**src/rtl/block_pkt_pkg.sv**
```systemverilog
// Shared definitions for the block-update packet deframer.
// Contents:
//   SYNC_BYTE     - first byte of every packet.
//   state_e       - deframer FSM states.
//   block_write_t - raw captured packet fields {x, y, z, blk_type}, one byte each.
// Build option: BLOCK_PKT_CHECKSUM_EN adds the StGetCsum state (6-byte packets).
package block_pkt_pkg;

  localparam logic [7:0] SYNC_BYTE = 8'hA5;

`ifdef BLOCK_PKT_CHECKSUM_EN
  typedef enum logic [2:0] {
    StHunt,
    StGetX,
    StGetY,
    StGetZ,
    StGetType,
    StGetCsum
  } state_e;
`else
  typedef enum logic [2:0] {
    StHunt,
    StGetX,
    StGetY,
    StGetZ,
    StGetType
  } state_e;
`endif

  typedef struct packed {
    logic [7:0] x;
    logic [7:0] y;
    logic [7:0] z;
    logic [7:0] blk_type;
  } block_write_t;

endpackage

```
**src/rtl/sat_counter.sv**
```systemverilog
// 16-bit incrementer that sticks at 16'hFFFF instead of wrapping.
// Ports:
//   clk_i   - clock
//   rst_ni  - asynchronous active-low reset (clears the count)
//   inc_i   - add one this cycle
//   count_o - current count
module sat_counter (
  input  logic        clk_i,
  input  logic        rst_ni,
  input  logic        inc_i,
  output logic [15:0] count_o
);

  logic [15:0] count_q, count_d;

  always_comb begin
    count_d = count_q;
    if (inc_i && (count_q != 16'hFFFF)) begin
      count_d = count_q + 16'd1;
    end
  end

  always_ff @(posedge clk_i or negedge rst_ni) begin
    if (!rst_ni) begin
      count_q <= 16'd0;
    end else begin
      count_q <= count_d;
    end
  end

  assign count_o = count_q;

endmodule

```
**src/rtl/block_packet_decoder.sv**
```systemverilog
// Receive-side deframer: parses SYNC, X, Y, Z, TYPE[, CSUM] byte packets from the UART
// receiver into single (x, y, z, type) writes held in a one-entry valid/ready slot.
// Rejects packets on coordinate/type range, checksum or slot overrun, and abandons a
// packet after TIMEOUT_CYCLES idle cycles. Good and bad packets are counted.
// Build option: define BLOCK_PKT_CHECKSUM_EN for the 6-byte format with XOR checksum;
// otherwise packets are 5 bytes and complete on the TYPE byte.
// Ports:
//   clk_in, rst_in (async, active-low)
//   byte_in, byte_valid_in          - received byte strobe
//   wr_valid_out, wr_ready_in       - output write handshake
//   x_out, y_out, z_out, block_out  - decoded write
//   busy_out                        - registered, high while mid-packet
//   pkt_count_out, err_count_out    - saturating accepted/rejected counts
module block_packet_decoder
  import block_pkt_pkg::*;
#(
  parameter int unsigned LENGTH         = 64,
  parameter int unsigned WIDTH          = 64,
  parameter int unsigned HEIGHT         = 16,
  parameter int unsigned BLOCK_BITS     = 5,
  parameter int unsigned TIMEOUT_CYCLES = 21700
) (
  input  logic                      clk_in,
  input  logic                      rst_in,
  input  logic [7:0]                byte_in,
  input  logic                      byte_valid_in,
  output logic                      wr_valid_out,
  input  logic                      wr_ready_in,
  output logic [$clog2(LENGTH)-1:0] x_out,
  output logic [$clog2(WIDTH)-1:0]  y_out,
  output logic [$clog2(HEIGHT)-1:0] z_out,
  output logic [BLOCK_BITS-1:0]     block_out,
  output logic                      busy_out,
  output logic [15:0]               pkt_count_out,
  output logic [15:0]               err_count_out
);

  localparam int unsigned XW    = $clog2(LENGTH);
  localparam int unsigned YW    = $clog2(WIDTH);
  localparam int unsigned ZW    = $clog2(HEIGHT);
  localparam int unsigned IdleW = (TIMEOUT_CYCLES > 2) ? $clog2(TIMEOUT_CYCLES) : 1;

`ifdef BLOCK_PKT_CHECKSUM_EN
  localparam state_e LastState = StGetCsum;
`else
  localparam state_e LastState = StGetType;
`endif

  state_e           state_q, state_d;
  logic [7:0]       x_raw_q, x_raw_d;
  logic [7:0]       y_raw_q, y_raw_d;
  logic [7:0]       z_raw_q, z_raw_d;
  logic [IdleW-1:0] idle_q, idle_d;
  logic             wr_valid_q, wr_valid_d;
  logic             busy_q;
  logic [XW-1:0]    x_q, x_d;
  logic [YW-1:0]    y_q, y_d;
  logic [ZW-1:0]    z_q, z_d;
  logic [BLOCK_BITS-1:0] blk_q, blk_d;

  block_write_t pkt;
  logic         complete, range_ok, csum_ok, slot_free, accept;
  logic         pkt_inc, err_inc;

`ifdef BLOCK_PKT_CHECKSUM_EN
  logic [7:0] type_raw_q, type_raw_d;
  logic [7:0] csum_q, csum_d;

  // Running XOR over X..TYPE; cleared when SYNC is taken.
  always_comb begin
    type_raw_d = type_raw_q;
    csum_d     = csum_q;
    if (byte_valid_in) begin
      unique case (state_q)
        StHunt:                 csum_d = 8'h00;
        StGetX, StGetY, StGetZ: csum_d = csum_q ^ byte_in;
        StGetType: begin
          type_raw_d = byte_in;
          csum_d     = csum_q ^ byte_in;
        end
        default: ;
      endcase
    end
  end

  always_ff @(posedge clk_in or negedge rst_in) begin
    if (!rst_in) begin
      type_raw_q <= 8'h00;
      csum_q     <= 8'h00;
    end else begin
      type_raw_q <= type_raw_d;
      csum_q     <= csum_d;
    end
  end
`endif

  // Completion checks, evaluated against the byte arriving on the final state.
  always_comb begin
    pkt.x = x_raw_q;
    pkt.y = y_raw_q;
    pkt.z = z_raw_q;
`ifdef BLOCK_PKT_CHECKSUM_EN
    pkt.blk_type = type_raw_q;
    csum_ok      = (csum_q == byte_in);
`else
    pkt.blk_type = byte_in;
    csum_ok      = 1'b1;
`endif
    range_ok  = (32'(pkt.x) < LENGTH) && (32'(pkt.y) < WIDTH) && (32'(pkt.z) < HEIGHT) &&
                ((32'(pkt.blk_type) >> BLOCK_BITS) == 32'd0);
    // Slot may be refilled in the same cycle it is drained.
    slot_free = !wr_valid_q || wr_ready_in;
    complete  = byte_valid_in && (state_q == LastState);
    accept    = complete && range_ok && csum_ok && slot_free;
  end

  always_comb begin
    state_d    = state_q;
    x_raw_d    = x_raw_q;
    y_raw_d    = y_raw_q;
    z_raw_d    = z_raw_q;
    idle_d     = idle_q;
    wr_valid_d = wr_valid_q;
    x_d        = x_q;
    y_d        = y_q;
    z_d        = z_q;
    blk_d      = blk_q;
    pkt_inc    = 1'b0;
    err_inc    = 1'b0;

    if (wr_valid_q && wr_ready_in) begin
      wr_valid_d = 1'b0;
    end

    if (byte_valid_in) begin
      // A byte in the expiry cycle takes priority over the timeout.
      idle_d = '0;
      unique case (state_q)
        StHunt: begin
          if (byte_in == SYNC_BYTE) state_d = StGetX;
        end
        StGetX: begin
          x_raw_d = byte_in;
          state_d = StGetY;
        end
        StGetY: begin
          y_raw_d = byte_in;
          state_d = StGetZ;
        end
        StGetZ: begin
          z_raw_d = byte_in;
          state_d = StGetType;
        end
`ifdef BLOCK_PKT_CHECKSUM_EN
        StGetType: state_d = StGetCsum;
        StGetCsum: state_d = StHunt;
`else
        StGetType: state_d = StHunt;
`endif
        default:   state_d = StHunt;
      endcase

      if (complete) begin
        if (accept) begin
          wr_valid_d = 1'b1;
          x_d        = pkt.x[XW-1:0];
          y_d        = pkt.y[YW-1:0];
          z_d        = pkt.z[ZW-1:0];
          blk_d      = pkt.blk_type[BLOCK_BITS-1:0];
          pkt_inc    = 1'b1;
        end else begin
          err_inc = 1'b1;
        end
      end
    end else if (state_q != StHunt) begin
      if (idle_q == IdleW'(TIMEOUT_CYCLES - 1)) begin
        state_d = StHunt;
        idle_d  = '0;
        err_inc = 1'b1;
      end else begin
        idle_d = idle_q + IdleW'(1);
      end
    end
  end

  always_ff @(posedge clk_in or negedge rst_in) begin
    if (!rst_in) begin
      state_q    <= StHunt;
      x_raw_q    <= 8'h00;
      y_raw_q    <= 8'h00;
      z_raw_q    <= 8'h00;
      idle_q     <= '0;
      wr_valid_q <= 1'b0;
      busy_q     <= 1'b0;
      x_q        <= '0;
      y_q        <= '0;
      z_q        <= '0;
      blk_q      <= '0;
    end else begin
      state_q    <= state_d;
      x_raw_q    <= x_raw_d;
      y_raw_q    <= y_raw_d;
      z_raw_q    <= z_raw_d;
      idle_q     <= idle_d;
      wr_valid_q <= wr_valid_d;
      busy_q     <= (state_d != StHunt);
      x_q        <= x_d;
      y_q        <= y_d;
      z_q        <= z_d;
      blk_q      <= blk_d;
    end
  end

  sat_counter u_pkt_count (
    .clk_i  (clk_in),
    .rst_ni (rst_in),
    .inc_i  (pkt_inc),
    .count_o(pkt_count_out)
  );

  sat_counter u_err_count (
    .clk_i  (clk_in),
    .rst_ni (rst_in),
    .inc_i  (err_inc),
    .count_o(err_count_out)
  );

  assign wr_valid_out = wr_valid_q;
  assign busy_out     = busy_q;
  assign x_out        = x_q;
  assign y_out        = y_q;
  assign z_out        = z_q;
  assign block_out    = blk_q;

endmodule

```
**config.mk**
```make
export PLATFORM = sky130hd
export DESIGN_NAME = block_packet_decoder
export DESIGN_NICKNAME = d
export VERILOG_FILES = /design/src/rtl/block_pkt_pkg.sv /design/src/rtl/sat_counter.sv /design/src/rtl/block_packet_decoder.sv
export SDC_FILE = /design/constraint.sdc
export NUM_CORES = 1
export LEC_CHECK = 0
export CAP_MARGIN = 40
export CELL_PAD_IN_SITES_DETAIL_PLACEMENT = 0
export CELL_PAD_IN_SITES_GLOBAL_PLACEMENT = 1
export CORE_MARGIN = 8
export CORE_UTILIZATION = 43
export DETAILED_ROUTE_END_ITERATION = 8
export PLACE_DENSITY_LB_ADDON = 0.08
export SLEW_MARGIN = 5
export SYNTH_ARGS = -nofsm -noshare
export SYNTH_HDL_FRONTEND = slang
export SYNTH_SLANG_ARGS = --single-unit
```
**constraint.sdc**
```tcl
create_clock -name clk_in -period 2.7 [get_ports clk_in]
set_input_delay 0.405 -clock clk_in [delete_from_list [all_inputs] [get_ports clk_in]]
set_output_delay 0.405 -clock clk_in [all_outputs]
set_load 0.005 [all_outputs]
```
==> results of run 1 <==
==> path summary, 6_finish.rpt <==
path,startpoint,endpoint,slack (ns),cells past startpoint
setup / recovery,idle_q[0],u_err_count.count_o[14],0.27,7
hold / removal,rst_in,idle_q[11],0.03,1
setup reg to reg,idle_q[0],u_err_count.count_o[14],0.27,7
hold reg to reg,u_err_count.count_o[15],u_err_count.count_o[15],0.49,1
max in group asynchronous,rst_in,state_q[1],1.99,2
min in group clk_in,u_err_count.count_o[15],u_err_count.count_o[15],0.49,1
==> power by group through the flow <==
| stage | clock, mW | combinational (mW) | sequential, mW |
|---|---|---|---|
| after detailed placement | 0 | 0.717 | 1.88 |
| after floorplan | 0 | 0.498 | 1.81 |
| final | 0.925 | 0.709 | 1.85 |
| after global placement | 0 | 0.705 | 1.87 |
| after CTS | 0.961 | 0.719 | 1.85 |
| after global routing | 1.02 | 0.788 | 1.89 |
==> through the flow <==
stage	total power [mW]	worst slack [ns]	instance area (µm²)	hold slack, ns	utilization [%]
4_1_cts	3.531	0.1232	5568	0.04786	54.92
6_report	3.485	0.2732	5568	0.02712	54.92
3_5_place_dp	2.597	0.1006	5368	0.4424	52.94
5_1_grt	3.699	0.04762	5568	0.05948	54.92
2_1_floorplan	2.313	0.3041	4403	0.1094	-
3_3_place_gp	2.574	0.1501	5363	0.4506	52.89
==> state kept, by name (all words and copies together), names as in the netlist <==
register             cells
block_out                5
busy_out                 1
idle_q                  15
state_q                  3
u_err_count.count_o     16
u_pkt_count.count_o     16
wr_valid_out             1
x_out                    6
x_raw_q                  8
y_out                    6
y_raw_q                  8
z_out                    4
z_raw_q                  8
==> layer usage <==
layer / vias up / track usage, %
met4: 0 / 5.034
met5: - / 0
met3: 10 / 4.515
met2: 57 / 23.15
li1: 1489 / -
met1: 1545 / 18.78
==> worst max-delay path: cells and delay by family, from the launching register on <==
family / cells / cell delay [ns]
fa+ha+maj: 1 / 0.24
xor+xnor: 1 / 0.17
compound gates: 1 / 0.23
flops: 1 / 0.43
buf+inv: 1 / 0.21
simple gates: 3 / 1.08
==> placed cells by master (no fill, tap or decap), types with 3 or more instances in the layout <==
master / count
dfrtp_1: 97
clkdlybuf4s50_1: 65
mux2_2: 47
nand2_1: 29
xor2_1: 19
buf_4: 18
nand3_1: 17
nor2_1: 16
xnor2_1: 14
nand4_1: 13
nor3_1: 12
clkbuf_8: 10
nor4_1: 7
and3_1: 7
a21oi_1: 6
o21ai_0: 6
inv_1: 5
and4_1: 5
nor4b_1: 4
clkinv_4: 4
nand4b_1: 3
a21o_1: 3
mux2i_1: 3
nor4_2: 3
ha_1: 3
==> kinds of logic after synthesis <==
group	Yosys count	share of synthesized area (%)
xor+xnor	33	6.564
simple gates	138	18.87
flops	97	55.13
mux	50	12.70
compound gates	27	4.433
buf+inv	15	1.449
fa+ha+maj	3	0.8526
==> area by class of cell <==
type | instances | area (µm²)
multi-input cells | 251 | 1921
inverters | 5 | 18.77
well taps | 136 | 170.2
repair buffers | 86 | 830.8
clock buffers | 10 | 137.6
flip-flops and latches | 97 | 2427
clock inverters | 6 | 62.56
fillers | 885 | 4571
==> run summary, run 1 <==
status: complete, no violations
Internal Power: 2.452 mW
pin count of the biggest net entering global routing: 58
share of post-route cells with drive strength above 1: 21.54%
# rows: 37
gr usage total: 14.69%
Max IR drop VDD: 0.0003132 V
postcts setup bufs: 0
Routed Antenna Nets: 0
Initial DRC Count: 111
met2 WL: 4.404 mm
CP arrival: 2.71 ns
register area share after synthesis: 55.13%
Syn. warnings: 0
Max Root-Sink Buffers: 2
kind of critical path: reg -> reg
Switching Fraction: 29.65%
worst skew pair latency: 0.36 ns
sequential power share: 53.1%
most frequent cell after synthesis: dfrtp_1
Mean Syn Cell Area: 12.13 µm²
Synth top area share: 55.13%
WL per Instance: 15.92 µm
initial antenna violation count: 0
Die Y: 117.2 µm
Synth Register Bits: 97
max_cap viols: 0
Worst Path Max Fanout: 12
hold crit path type: in -> async
Slew HR: 61.89%
PD cells: 626.0 mW/mm²
Static Leak: 2.469 nW
critical path data required time: 2.99 ns
global-route wire length before repair: 15.79 mm
Net Switching: 1.033 mW
vias in the first global route: 3198
Inserted Diodes: 0
total routed wirelength: 9.407 mm
most frequent cells after synthesis: 97 x dfrtp_1, 47 x mux2_2, 29 x nand2_1
synth-to-layout area growth: 26.46%
EDFF count, synth: 0
PortBufs: 66
synthesized cell area: 0.004403 mm²
Clk pwr share: 26.5%
CTS tree: yes
Root Driver: clkbuf_8
crit-path cells: ha_1, or4b_4, nor4_4, a22oi_4, buf_4, nor4_2, xor2_1
top cells by area, synth: dfrtp_1 55%, mux2_2 12%, xor2_1 3.8%
total clock sinks: 97
htree depth: 3
Setup violations, final: 0
Top-Level Pins: 67
Final Max Slew Viols: 0
initial core utilization: 43.43%
TritonCTS Buffers: 9
Worst setup EP type: register
Gate power share: 20.4%
Syn Nets: 378
ys flop type: dfrtp_1
Net count, final: 465
total grt overflow: 0
Tmin final: 2.427 ns
Post-CTS Resized: 0
Met1 Wirelength: 4.353 mm
Non-Filler Instances: 591
post-DR vias/cell: 5.247
Top Metal Used: met4
worst-margin pin slew: 0.5672 ns
drt pass-1 iters: 4
crit start category: register
largest area contributor in the netlist: dfrtp_1
FMAX: 412.1 MHz
Crit path largest cell delay: 0.50 ns
Slowest-stage cell, CP: or4b_4
skew final: 0.01257 ns
Tcrit/Tclk final: 89.88%
Clock transition at path regs: 0.10 ns
core area: 0.01014 mm²
Die Width: 117.2 µm
Placed Cells: 575
Unique masters post-synth: 50
CTS Hold Bufs: 0
met3 WL: 517 µm
DRC viols: 0
unrepaired setup endpoints after global routing: false
DP HPWL: 6.668 mm
Setup TNS Final: 0 ns
Syn Inst Count: 363
RePlAce Congestion: 0.7608
final hold vios: 0
Via Count: 3101
die area: 0.01373 mm²
Synth async-reset ratio: 100.0%
No activity file was read; power rests on OpenSTA's default activity.
==> run 2, diff against run 1 <==
Settings changed: REMOVE_ABC_BUFFERS from default to 1.
==> run 2 against run 1 <==
  * Clock skew decreased by 0.0014 ns
  * Final cell count down 0.17%
  * First-iteration DRC count is 0.90% lower
  * Clock-buffer cell count unchanged
  * Hold slack better by 0.46 ns
  * Sequential share of layout area is 0.11 points higher
  * Utilization down 0.14 points
  * Clock power is 7.9% lower
  * Critical path depth did not move
  * Non-clock buffer count is the same
  * Global-route usage rose by 0.22 points
  * Flip-flop and latch count unchanged
==> run summary, run 2 (synthesized netlist as in run 1, its figures left out) <==
most common cell after layout, fill and taps aside: dfrtp_1
skew final: 0.01117 ns (-0.001397 ns)
total grt overflow: 0 (unchanged)
max_cap viols: 0 (unchanged)
Worst R2R Start: idle_q[0]
PortBufs: 66 (unchanged)
WL per Instance: 15.98 µm (+0.41%)
gr usage total: 14.91% (+0.22 points)
TritonCTS Buffers: 9 (unchanged)
initial antenna violation count: 0 (unchanged)
pin count of the biggest net entering global routing: 44 (-24%)
kind of critical path: reg -> reg
Die Width: 117.2 µm (unchanged)
total clock sinks: 97 (unchanged)
Worst Hold Path EP: u_err_count.count_o[9]
vias in the first global route: 3238 (+1.3%)
Crit path largest cell delay: 0.49 ns (about the same)
PD cells: 617.1 mW/mm² (-1.4%)
fin util: 54.78% (-0.14 points)
Top-Level Pins: 67 (unchanged)
Inserted Diodes: 0 (unchanged)
critical path data required time: 2.98 ns (about the same)
Routed Antenna Nets: 0 (unchanged)
htree depth: 3 (unchanged)
Max Root-Sink Buffers: 2 (unchanged)
postcts setup bufs: 0 (unchanged)
setup ws final: 0.2249 ns (-0.04824 ns)
FMAX: 404.0 MHz (-1.9%)
hold slack: 0.4852 ns (+0.4581 ns)
core area: 0.01014 mm² (unchanged)
unrepaired setup endpoints after global routing: false
hold crit path type: reg -> reg
Setup violations, final: 0 (unchanged)
DP HPWL: 6.696 mm (+0.42%)
Setup TNS Final: 0 ns (unchanged)
global-route wire length before repair: 16.08 mm (+1.8%)
crit start category: register
status: complete, no violations
Via Count: 3096 (-0.16%)
Max IR drop VDD: 0.0003557 V (+14%)
die area: 0.01373 mm² (unchanged)
hold path depth: 1
CP arrival: 2.76 ns (+0.05 ns)
Initial DRC Count: 110 (-0.90%)
Worst setup EP type: register
Total Power: 3.428 mW (-1.7%)
Worst Path Max Fanout: 13 (+1)
Final Max Slew Viols: 0 (unchanged)
drt pass-1 iters: 4 (unchanged)
Static Leak: 2.453 nW (-0.67%)
worst flop-to-flop path endpoint: u_err_count.count_o[3]
Placed Cells: 574 (-0.17%)
Root Driver: clkbuf_8
Placement Cell Area: 0.005375 mm² (+0.14%)
post-DR vias/cell: 5.247 (about the same)
Die Y: 117.2 µm (unchanged)
worst path buffer plus inverter count: 1 (unchanged)
Clock transition at path regs: 0.09 ns (about the same)
Tmin final: 2.475 ns (+0.04824 ns)
total routed wirelength: 9.430 mm (+0.24%)
Min-Delay Startpoint: u_err_count.count_o[9]
# rows: 37 (unchanged)
post-place setup slack: 0.03180 ns (-0.06885 ns)
Non-Filler Instances: 590 (-0.17%)
Slowest-stage cell, CP: or4b_4
crit-path cells: ha_1, or4b_4, nor4_4, a22oi_4, buf_12, nor4b_1, xor2_1
share of post-route cells with drive strength above 1: 20.93% (-0.61 points)
CP top delay family: simple AND/OR/NAND/NOR gates
R2R depth: 7 (unchanged)
most frequent cells in the layout: 97 x dfrtp_1, 65 x clkdlybuf4s50_1, 47 x mux2_2, 29 x nand2_1, 19 x xor2_1
initial core utilization: 43.43% (unchanged)
Net count, final: 465 (unchanged)
Tcrit/Tclk final: 91.67% (+1.8 points)
final hold vios: 0 (unchanged)
worst skew pair latency: 0.36 ns (about the same)
Post-CTS Resized: 0 (unchanged)
RePlAce Congestion: 0.8062 (+6.0%)
Slew HR: 54.00% (-7.9 points)
CTS tree: yes
worst-margin pin slew: 0.6802 ns (+0.1130 ns)
post-route cell area: 0.005554 mm² (-0.25%)
synth-to-layout area growth: 26.14%
DRC viols: 0 (unchanged)
R2R setup slack: 0.22 ns (-0.05 ns)
-- run 2: area by class of cell --
type | instances | area (µm²)
fill | 892 | 4584
clock inverter | 5 | 41.29
tap | 136 | 170.2
inverter | 5 | 18.77
clock buffer | 10 | 127.6
multi-input combinational | 251 | 1921
sequential | 97 | 2427
timing repair buffer | 86 | 848.3
-- run 2: what timing repair did --
action	CTS	global route
hold endpoints to repair	32	0
hold buffers	1	0
setup endpoints to repair	0	2
-- run 2: worst max-delay path by stage --
stage                            from                       to  slack [ns]  cells after the start
2_1_floorplan  u_err_count.count_o[6]   u_err_count.count_o[1]       -0.15                      4
3_3_place_gp               byte_in[5]  u_pkt_count.count_o[13]        0.06                      8
3_5_place_dp               byte_in[5]  u_pkt_count.count_o[12]        0.03                      7
4_1_cts                     idle_q[0]   u_err_count.count_o[3]        0.11                      7
5_1_grt                     idle_q[0]   u_err_count.count_o[3]         0.1                      7
6_report                    idle_q[0]   u_err_count.count_o[3]        0.22                      7
-- run 2: worst reg2reg max path: cells and delay by family (launching register included) --
family,cells,cell delay (ns)
AND/OR/NAND/NOR,3,1.20
flip-flops,1,0.41
adder cells (fa/ha/maj),1,0.24
AO/OA/AOI/OAI,1,0.18
buffers and inverters,1,0.18
XOR/XNOR,1,0.18
-- run 2: metal layers --
layer / GRT usage (%) / vias up / routed length, µm
li1: - / 1486 / -
met4: 4.096 / 0 / 70
met2: 23.76 / 64 / 4432
met5: 0 / - / 0
met1: 18.97 / 1540 / 4333
met3: 4.977 / 6 / 594
-- run 2: power by group --
part           switching, mW  internal, mW  total, mW  leakage (nW)
clock                  0.513         0.339      0.852        0.0794
combinational          0.336         0.390      0.726          1.07
sequential             0.161          1.69       1.85          1.30
